[src/rtl/divide_by_n_pkg.sv]
// Shared types for the iterative restoring divider: FSM encoding and a
// constant-evaluable ceiling log2 used to size the step counter.
package divider_pkg;

    typedef enum logic [1:0] {
        IDLE = 2'd0,
        BUSY = 2'd1,
        DONE = 2'd2
    } state_t;

    function automatic int clog2(input int value);
        int result;
        result = 0;
        for (int v = value - 1; v > 0; v = v >> 1) begin
            result++;
        end
        return result;
    endfunction

endpackage

[src/rtl/divide_by_n_if.sv]
// Request/response bundle for the divider: a valid/ready request carrying the
// operands and a valid/ready response carrying quotient, remainder and the zero flag.
interface divide_by_n_if #(
    parameter int NUM_W = 6,
    parameter int DEN_W = 4
);

    logic             in_valid;
    logic             in_ready;
    logic [NUM_W-1:0] numerator;
    logic [DEN_W-1:0] divisor;
    logic             out_valid;
    logic             out_ready;
    logic [NUM_W-1:0] quotient;
    logic [DEN_W-1:0] remainder;
    logic             div_by_zero;

    modport master (
        output in_valid, numerator, divisor, out_ready,
        input  in_ready, out_valid, quotient, remainder, div_by_zero
    );

    modport slave (
        input  in_valid, numerator, divisor, out_ready,
        output in_ready, out_valid, quotient, remainder, div_by_zero
    );

endinterface

[src/rtl/divide_by_n_step.sv]
// One combinational restoring-division step: shift the next numerator bit into the
// partial remainder and subtract the divisor when it fits.
module divide_step #(
    parameter int DEN_W = 4
) (
    input  logic [DEN_W-1:0] rem,
    input  logic             next_bit,
    input  logic [DEN_W-1:0] den,
    output logic [DEN_W-1:0] rem_next,
    output logic             qbit
);

    logic [DEN_W:0] t;

    // rem < den always holds, so t < 2*den and t - den fits back into DEN_W bits.
    assign t        = {rem, next_bit};
    assign qbit     = (t >= {1'b0, den});
    assign rem_next = qbit ? DEN_W'(t - {1'b0, den}) : t[DEN_W-1:0];

endmodule

[src/rtl/divide_by_n.sv]
// Iterative unsigned divider resolving one quotient bit per clock behind
// valid/ready handshakes; a zero divisor completes immediately with a flagged result.
module divide_by_n
    import divider_pkg::*;
#(
    parameter int NUM_W = 6,
    parameter int DEN_W = 4
) (
    input  logic          clk,
    input  logic          rst_n,
    divide_by_n_if.slave  bus
);

    localparam int CNT_W = clog2(NUM_W + 1);

    state_t           state;
    state_t           state_next;
    logic [NUM_W-1:0] num_sh;
    logic [DEN_W-1:0] den;
    logic [DEN_W-1:0] rem;
    logic [DEN_W-1:0] rem_next;
    logic [CNT_W-1:0] count;
    logic             dbz;
    logic             qbit;
    logic             accept;
    logic             last_step;

    assign accept    = bus.in_valid && bus.in_ready;
    assign last_step = (count == CNT_W'(NUM_W - 1));

    // Results are gated by out_valid so nothing partial leaks out during BUSY or reset.
    assign bus.in_ready    = rst_n && (state == IDLE);
    assign bus.out_valid   = (state == DONE);
    assign bus.quotient    = bus.out_valid ? num_sh : '0;
    assign bus.remainder   = bus.out_valid ? rem : '0;
    assign bus.div_by_zero = bus.out_valid && dbz;

    divide_step #(
        .DEN_W (DEN_W)
    ) u_step (
        .rem      (rem),
        .next_bit (num_sh[NUM_W-1]),
        .den      (den),
        .rem_next (rem_next),
        .qbit     (qbit)
    );

    always_ff @(posedge clk or negedge rst_n) begin
        if (!rst_n) begin
            state <= IDLE;
        end else begin
            state <= state_next;
        end
    end

    always_comb begin
        state_next = state;
        case (state)
            IDLE: begin
                if (accept) begin
                    state_next = (bus.divisor == '0) ? DONE : BUSY;
                end
            end
            BUSY: begin
                if (last_step) begin
                    state_next = DONE;
                end
            end
            DONE: begin
                if (bus.out_ready) begin
                    state_next = IDLE;
                end
            end
            default: state_next = IDLE;
        endcase
    end

    // The quotient shifts in from the bottom as the numerator shifts out of the top.
    always_ff @(posedge clk or negedge rst_n) begin
        if (!rst_n) begin
            num_sh <= '0;
            den    <= '0;
            rem    <= '0;
            count  <= '0;
            dbz    <= 1'b0;
        end else if (accept) begin
            count <= '0;
            den   <= bus.divisor;
            if (bus.divisor == '0) begin
                num_sh <= '1;
                rem    <= bus.numerator[DEN_W-1:0];
                dbz    <= 1'b1;
            end else begin
                num_sh <= bus.numerator;
                rem    <= '0;
                dbz    <= 1'b0;
            end
        end else if (state == BUSY) begin
            num_sh <= {num_sh[NUM_W-2:0], qbit};
            rem    <= rem_next;
            count  <= count + 1'b1;
        end
    end

endmodule

[src/flat_wrapper.sv]
// flat-port wrapper written by rule: the top's interface ports become plain ports
module divide_by_n_flat import divider_pkg::*;
#(
    parameter int NUM_W = 6,
    parameter int DEN_W = 4
)
  (clk, rst_n, bus_in_valid, bus_numerator, bus_divisor, bus_out_ready, bus_in_ready, bus_out_valid, bus_quotient, bus_remainder, bus_div_by_zero);
  divide_by_n_if #(.NUM_W(NUM_W), .DEN_W(DEN_W)) bus_i ();
  input  logic clk;
  input  logic rst_n;
  input wire logic [$bits(bus_i.in_valid)-1:0] bus_in_valid;
  input wire logic [$bits(bus_i.numerator)-1:0] bus_numerator;
  input wire logic [$bits(bus_i.divisor)-1:0] bus_divisor;
  input wire logic [$bits(bus_i.out_ready)-1:0] bus_out_ready;
  output wire logic [$bits(bus_i.in_ready)-1:0] bus_in_ready;
  output wire logic [$bits(bus_i.out_valid)-1:0] bus_out_valid;
  output wire logic [$bits(bus_i.quotient)-1:0] bus_quotient;
  output wire logic [$bits(bus_i.remainder)-1:0] bus_remainder;
  output wire logic [$bits(bus_i.div_by_zero)-1:0] bus_div_by_zero;
  assign bus_i.in_valid = bus_in_valid;
  assign bus_i.numerator = bus_numerator;
  assign bus_i.divisor = bus_divisor;
  assign bus_i.out_ready = bus_out_ready;
  assign bus_in_ready = bus_i.in_ready;
  assign bus_out_valid = bus_i.out_valid;
  assign bus_quotient = bus_i.quotient;
  assign bus_remainder = bus_i.remainder;
  assign bus_div_by_zero = bus_i.div_by_zero;
  divide_by_n #(.NUM_W(NUM_W), .DEN_W(DEN_W)) u_core (.clk(clk), .rst_n(rst_n), .bus(bus_i));
endmodule
[config.mk]
export PLATFORM = sky130hd
export DESIGN_NAME = divide_by_n_flat
export DESIGN_NICKNAME = d
export VERILOG_FILES = /design/src/rtl/divide_by_n_pkg.sv /design/src/rtl/divide_by_n_if.sv /design/src/rtl/divide_by_n_step.sv /design/src/rtl/divide_by_n.sv /design/src/flat_wrapper.sv
export SDC_FILE = /design/constraint.sdc
export NUM_CORES = 1
export LEC_CHECK = 0
export CAP_MARGIN = 30
export CELL_PAD_IN_SITES_DETAIL_PLACEMENT = 2
export CELL_PAD_IN_SITES_GLOBAL_PLACEMENT = 2
export CORE_ASPECT_RATIO = 1.2
export CORE_MARGIN = 2
export CORE_UTILIZATION = 30
export CTS_CLUSTER_SIZE = 28
export DETAILED_ROUTE_END_ITERATION = 10
export PLACE_DENSITY_LB_ADDON = 0.08
export SLEW_MARGIN = 10
export SYNTH_ARGS = -nofsm -noshare
export SYNTH_HDL_FRONTEND = slang
export SYNTH_SLANG_ARGS = --single-unit
[constraint.sdc]
create_clock -name clk -period 2.3 [get_ports clk]
set_input_delay 0.345 -clock clk [delete_from_list [all_inputs] [get_ports clk]]
set_output_delay 0.345 -clock clk [all_outputs]
set_load 0.01 [all_outputs]
==> run_results.csv, run 1 <==
group,metric,value,unit
outcome,outcome,"completed",
finish,diodes,0,
synth,synth-edff-count,0,
timing,period_needed,2.14,ns
timing,period_share,0.931,
drt,num_vias,1160,
drt,antenna_left,0,
power_and_ir_drop,static-leakage-power,0.673,nW
critical_path,required,1.96,ns
drt,drt_iter0_markers,24,
placed_design,place.gp.congestion,0.803,
timing,max_freq,467,MHz
power_and_ir_drop,p_per_area,1290,nW/um^2
finish,final_cell_mix,"26 x clkdlybuf4s50_1, 19 x dfrtp_1, 13 x nor2_1, 12 x inv_1, 11 x and2_1",
synth,synth_top_cell_by_area,"dfrtp_1",
synth,syn_inst,139,
global_route,grt_max_degree,16,
synth,synth_nets,160,
finish,utilization,0.408,
placed_design,port_buffers,26,
placed_design,post-dp-hpwl,3060,um
timing,finalSetupTns,0,ns
timing,worst_pin_slew,0.590,ns
die,die_x,63.0,um
finish,nFillCells,449,
timing,timing.hold.ws,0.488,ns
drt,detail_route.first_pass.iterations,4,
min_path,hold_path.class,"input pin to asynchronous set/reset pin",
drt,wirelength,3770,um
timing,finClkSkew,0.00407,ns
critical_path,worstPathArrival,1.80,ns
placed_design,placed_cell_area,1580,sq um
timing,rsz0062_at_grt,"false",
timing,setup_violations,0,
global_route,grt-ovfl-total,0,
clock_network,cts_buffer_depth,2,
synth,ys_seq_area_frac,0.399,
synth,ys_seq_elements,20,
clock_network,cts_tree,"yes",
critical_path,critPathLaunch,"u_core.state[0]$_DFFE_PN0P_",
global_route,top_usage_layer,"met2",
finish,syn_to_final_growth,29.0,%
synth,syn_area,1250,sq um
die,fp.dieH,74.9,um
die,row_count,25,
power_and_ir_drop,power.total,2.09,mW
die,top_level_ports,27,
global_route,grt_use_total,0.180,
timing,hold_viol_final,0,
critical_path,end_kind,"output port",
finish,nets,189,
synth,synth_cell_types,39,
global_route,grt_use_met1,0.210,
drt,wire_per_inst,17.2,um
global_route,grt_pass1_wl,6470,um
clock_network,h-tree-depth,1,
finish,fin_area,1620,sq um
critical_path,worst_setup_path_start_kind,"flip-flop",
die,start_util,0.316,
timing,setup_ws,0.159,ns
power_and_ir_drop,ir_drop,0.411,mV
critical_path,path_class,"flip-flop to output port",
clock_network,cts_hold_buf,0,
die,core_area,3970,sq um
placed_design,placedCellCount,217,
timing,drv_slew,0,
placed_design,post-place-ws,0.205,ns
clock_network,cts_sinks,20,
synth,yosys.area.top_type_share,0.399,
global_route,use_met2,0.326,
global_route,grt_pass1_vias,1285,
global_route,antenna_found_initial,0,
synth,synth_area_leaders,"dfrtp_1 40%, ha_1 6.0%, and2_1 5.5%",
synth,yosys_warnings,0,
finish,final_common_cell,"clkdlybuf4s50_1",
critical_path,r2r-start,"u_core.rem[1]$_DFFE_PN0P_",
clock_network,path_clk_slew,0.08,ns
drt,avgViaCountPerCell,5.27,
timing,relSlewSlack,0.607,
synth,avgSynthCellArea,9.03,sq um
clock_network,cts_root_buf,"clkbuf_8",
clock_network,worst_skew_pair.late_latency,0.26,ns
finish,layout-drive-gt1-share,0.0843,
critical_path,crit_fanout,11,
finish,stdcell_count,220,
drt,route.detailed.drc,0,
job,cap_violations,0,
synth,synthArstFlopShare,1.00,
global_route,grt_util_met3,0.0374,
die,dieArea,4720,sq um
clock_network,cts_made_buffers,3,
synth,synth_flop_cell,"dfrtp_1",
## where the power goes
part,leakage (nW),internal (mW),total [mW],switching (mW)
clock,0.0216,0.117,0.233,0.116
sequential,0.238,0.526,0.699,0.174
combinational,0.414,0.505,1.16,0.652
total,0.673,1.15,2.09,0.942
## logic make-up after synthesis
kind of cell | after synthesis | share of synthesized area
AOI/OAI and AO/OA | 33 | 0.171
buffers and inverters | 17 | 0.0588
muxes | 2 | 0.0179
adders and majority gates | 7 | 0.0758
DFF | 20 | 0.399
and+or+nand+nor | 57 | 0.256
xor gates and xnor gates | 3 | 0.0209
## path summary, 6_finish.rpt
check                                               endpoint  slack (ns)  cells past startpoint
worst max-delay path                         bus_quotient[4]        0.16                      4
worst max register to register  u_core.num_sh[0]$_DFFE_PN0P_        0.39                      5
min in group clk                      u_core.dbz$_DFFE_PN0P_        0.49                      1
max in group asynchronous          u_core.den[0]$_DFFE_PN0P_        1.61                      2
worst min-delay path               u_core.rem[0]$_DFFE_PN0P_        0.49                      2
worst min register to register        u_core.dbz$_DFFE_PN0P_        0.49                      1
## layout make-up
cell class | instances | area, sq um | share of cell area
timing repair buffer | 29 | 283 | 0.175
inverter | 12 | 45.0 | 0.0278
tap | 54 | 67.6 | 0.0417
sequential | 20 | 502 | 0.310
multi-input combinational | 102 | 681 | 0.420
clock buffer | 3 | 41.3 | 0.0255
## critical path, cell delays in order (launching register included)
cell and delay (ns):
dfrtp_1 0.47, nor2b_1 0.18, buf_4 0.20, and2_1 0.14, clkdlybuf4s50_1 0.54
## registers in the layout, summed over array words and instances, names as in the netlist
| signal | count |
|---|---|
| u_core.den | 4 |
| u_core.num_sh | 6 |
| u_core.dbz | 1 |
| u_core.state | 2 |
| u_core.rem | 4 |
| u_core.count | 3 |
## cell usage after synthesis, types with 2 or more instances
cell       n
o22ai_1    7
o21ai_0   10
a22oi_1    3
and2_1    11
clkbuf_1   2
o211ai_1   5
a21oi_1    2
nand2_1    8
nor4_1     3
nand4_1    2
nand3_1    5
nand2b_1   3
nor2_1    13
inv_1     12
dfrtp_1   20
ha_1       6
nor2b_1    3
buf_2      2
xor2_1     2
## routing by layer
layer | share of wire | wire length, um | up-vias
met1 | 0.42 | 1590 | 589
met2 | 0.52 | 1970 | 20
met5 | 0 | 0 | -
li1 | - | - | 542
met4 | 0.026 | 97 | 0
met3 | 0.031 | 118 | 9
## repair_timing
action | 4_1_cts | 5_1_grt
hold endpoints to repair | 0 | 0
setup buffers | 0 | 0
setup endpoints to repair | 0 | 9
gates resized for setup | 0 | 1
(Power assumes the default switching activity.)
==> inputs of run 2 (changes only) <==
clock period = 2.2 ns   (was 2.3 ns; I/O delays follow)
==> run_results.csv, run 2 (synthesis gave the netlist of run 1 again) <==
group,metric,value,unit
critical_path,crit_fanout,5,
min_path,hold_end,"u_core.dbz$_DFFE_PN0P_",
placed_design,post-dp-hpwl,3080,um
min_path,hp-start,"u_core.dbz$_DFFE_PN0P_",
global_route,grt_pass1_vias,1235,
finish,largest_reg_flops,6,
power_and_ir_drop,p_per_area,1360,nW/um^2
drt,num_vias,1165,
critical_path,r2r_end,"u_core.num_sh[0]$_DFFE_PN0P_",
drt,route.detailed.drc,0,
global_route,grt_pass1_wl,6000,um
critical_path,worstPathArrival,1.77,ns
timing,setup_violations,0,
clock_network,cts_sinks,20,
power_and_ir_drop,ir_drop,0.400,mV
clock_network,cts_buffer_depth,2,
critical_path,worst-r2r-setup-slack,0.25,ns
critical_path,critPathSlowestCell,"clkdlybuf4s50_1",
min_path,holdPathStages,1,
placed_design,placed_cell_area,1590,sq um
drt,antenna_left,0,
finish,nets,193,
timing,hold_viol_final,0,
die,core_area,3970,sq um
finish,diodes,0,
power_and_ir_drop,seq_power_share,0.314,
critical_path,crit_family,"buffers and inverters",
drt,detail_route.first_pass.iterations,2,
timing,worst_pin_slew,0.606,ns
die,die_x,63.0,um
die,top_level_ports,27,
finish,reg_top3,"u_core.num_sh x6, u_core.den x4, u_core.rem x4",
global_route,grt_max_degree,16,
power_and_ir_drop,clockPowerShare,0.122,
critical_path,worst_r2r_path_depth,5,
global_route,antenna_found_initial,0,
clock_network,worst_skew_pair.late_latency,0.26,ns
critical_path,critPathBufInv,2,
finish,final_cell_mix,"26 x clkdlybuf4s50_1, 19 x dfrtp_1, 13 x nor2_1, 12 x inv_1, 11 x and2_1",
timing,max_freq,476,MHz
timing,finalSetupTns,0,ns
drt,wire_per_inst,17.3,um
timing,period_needed,2.10,ns
drt,avgViaCountPerCell,5.18,
critical_path,worst_setup_path_start_kind,"flip-flop",
critical_path,required,1.87,ns
clock_network,cts_hold_buf,0,
finish,largest_register,"u_core.num_sh",
finish,fin_area,1670,sq um
die,start_util,0.316,
critical_path,cpPeakStageDelay,0.52,ns
placed_design,port_buffers,26,
drt,drt_iter0_markers,21,
critical_path,r2r-start,"u_core.rem[1]$_DFFE_PN0P_",
placed_design,place.gp.congestion,0.774,
timing,drv_slew,0,
clock_network,path_clk_slew,0.08,ns
critical_path,path_class,"flip-flop to output port",
power_and_ir_drop,swShare,0.445,
finish,syn_to_final_growth,33.4,%
clock_network,cts_made_buffers,3,
min_path,hold_path.class,"flip-flop to flip-flop",
outcome,outcome,"completed",
power_and_ir_drop,p_switching,1.02,mW
finish,nFillCells,484,
timing,relSlewSlack,0.592,
timing,period_share,0.956,
job,cap_violations,0,
global_route,grt_use_total,0.167,
power_and_ir_drop,p_int,1.27,mW
finish,layout-drive-gt1-share,0.117,
power_and_ir_drop,comb_power_share,0.564,
die,fp.dieH,74.9,um
die,row_count,25,
global_route,grt-ovfl-total,0,
timing,finClkSkew,0.00661,ns
power_and_ir_drop,static-leakage-power,0.701,nW
finish,final_common_cell,"clkdlybuf4s50_1",
clock_network,cts_tree,"yes",
timing,rsz0062_at_grt,"false",
die,dieArea,4720,sq um
critical_path,end_kind,"output port",
clock_network,h-tree-depth,1,
drt,wirelength,3900,um
critical_path,path_cells,"nor2b_4, clkdlybuf4s15_2, and2_1, clkdlybuf4s50_1",
clock_network,cts_root_buf,"clkbuf_8",
[run 2: worst max path at each step]
stage                           startpoint  depth (start not counted)                      endpoint  slack [ns]
4_1_cts        u_core.state[0]$_DFFE_PN0P_                          4               bus_quotient[3]        0.05
3_5_place_dp                         rst_n                          6  u_core.num_sh[5]$_DFFE_PN0P_        0.11
5_1_grt        u_core.state[0]$_DFFE_PN0P_                          4              bus_remainder[1]        0.04
2_1_floorplan    u_core.rem[1]$_DFFE_PN0P_                          5  u_core.num_sh[0]$_DFFE_PN0P_        0.53
6_report       u_core.state[0]$_DFFE_PN0P_                          4               bus_quotient[0]         0.1
3_3_place_gp                         rst_n                          6  u_core.num_sh[2]$_DFFE_PN0P_        0.16
[run 2: metal layers]
metal / track usage / up-vias / wire [um]
met5: 0 / - / 0
met4: 0.0444 / 0 / 33
met3: 0.0209 / 4 / 70
met2: 0.316 / 13 / 2100
met1: 0.203 / 591 / 1700
li1: - / 557 / -
[run 2: power groups by stage]
stage | logic, mW | clock network, mW | registers [mW]
6_report | 1.29 | 0.278 | 0.717
4_1_cts | 1.27 | 0.286 | 0.728
3_5_place_dp | 1.25 | 0 | 0.736
5_1_grt | 1.45 | 0.299 | 0.740
3_3_place_gp | 1.18 | 0 | 0.726
2_1_floorplan | 0.905 | 0 | 0.667
[run 2: layout make-up]
class                      count  area [sq um]  area share
timing repair buffer          33           317       0.189
multi-input combinational    102           688       0.411
clock buffer                   4          55.1      0.0329
tap                           54          67.6      0.0404
inverter                      12          45.0      0.0269
sequential                    20           502       0.300
[run 2: repair_timing]
action	CTS	global route
setup buffers	0	1
setup endpoints to repair	0	10
gates resized for setup	0	3
[run 2: through the flow]
| stage | utilization | total power, mW | instances | setup WS, ns | hold WS, ns |
|---|---|---|---|---|---|
| floorplan | - | 1.57 | 139 | 0.528 | 0.0344 |
| global placement | 0.401 | 1.91 | 219 | 0.164 | 0.465 |
| detailed placement | 0.401 | 1.98 | 219 | 0.106 | 0.480 |
| CTS | 0.414 | 2.28 | 223 | 0.0486 | 0.498 |
| global route | 0.421 | 2.49 | 225 | 0.0439 | 0.523 |
| finish | 0.421 | 2.28 | 225 | 0.0974 | 0.494 |
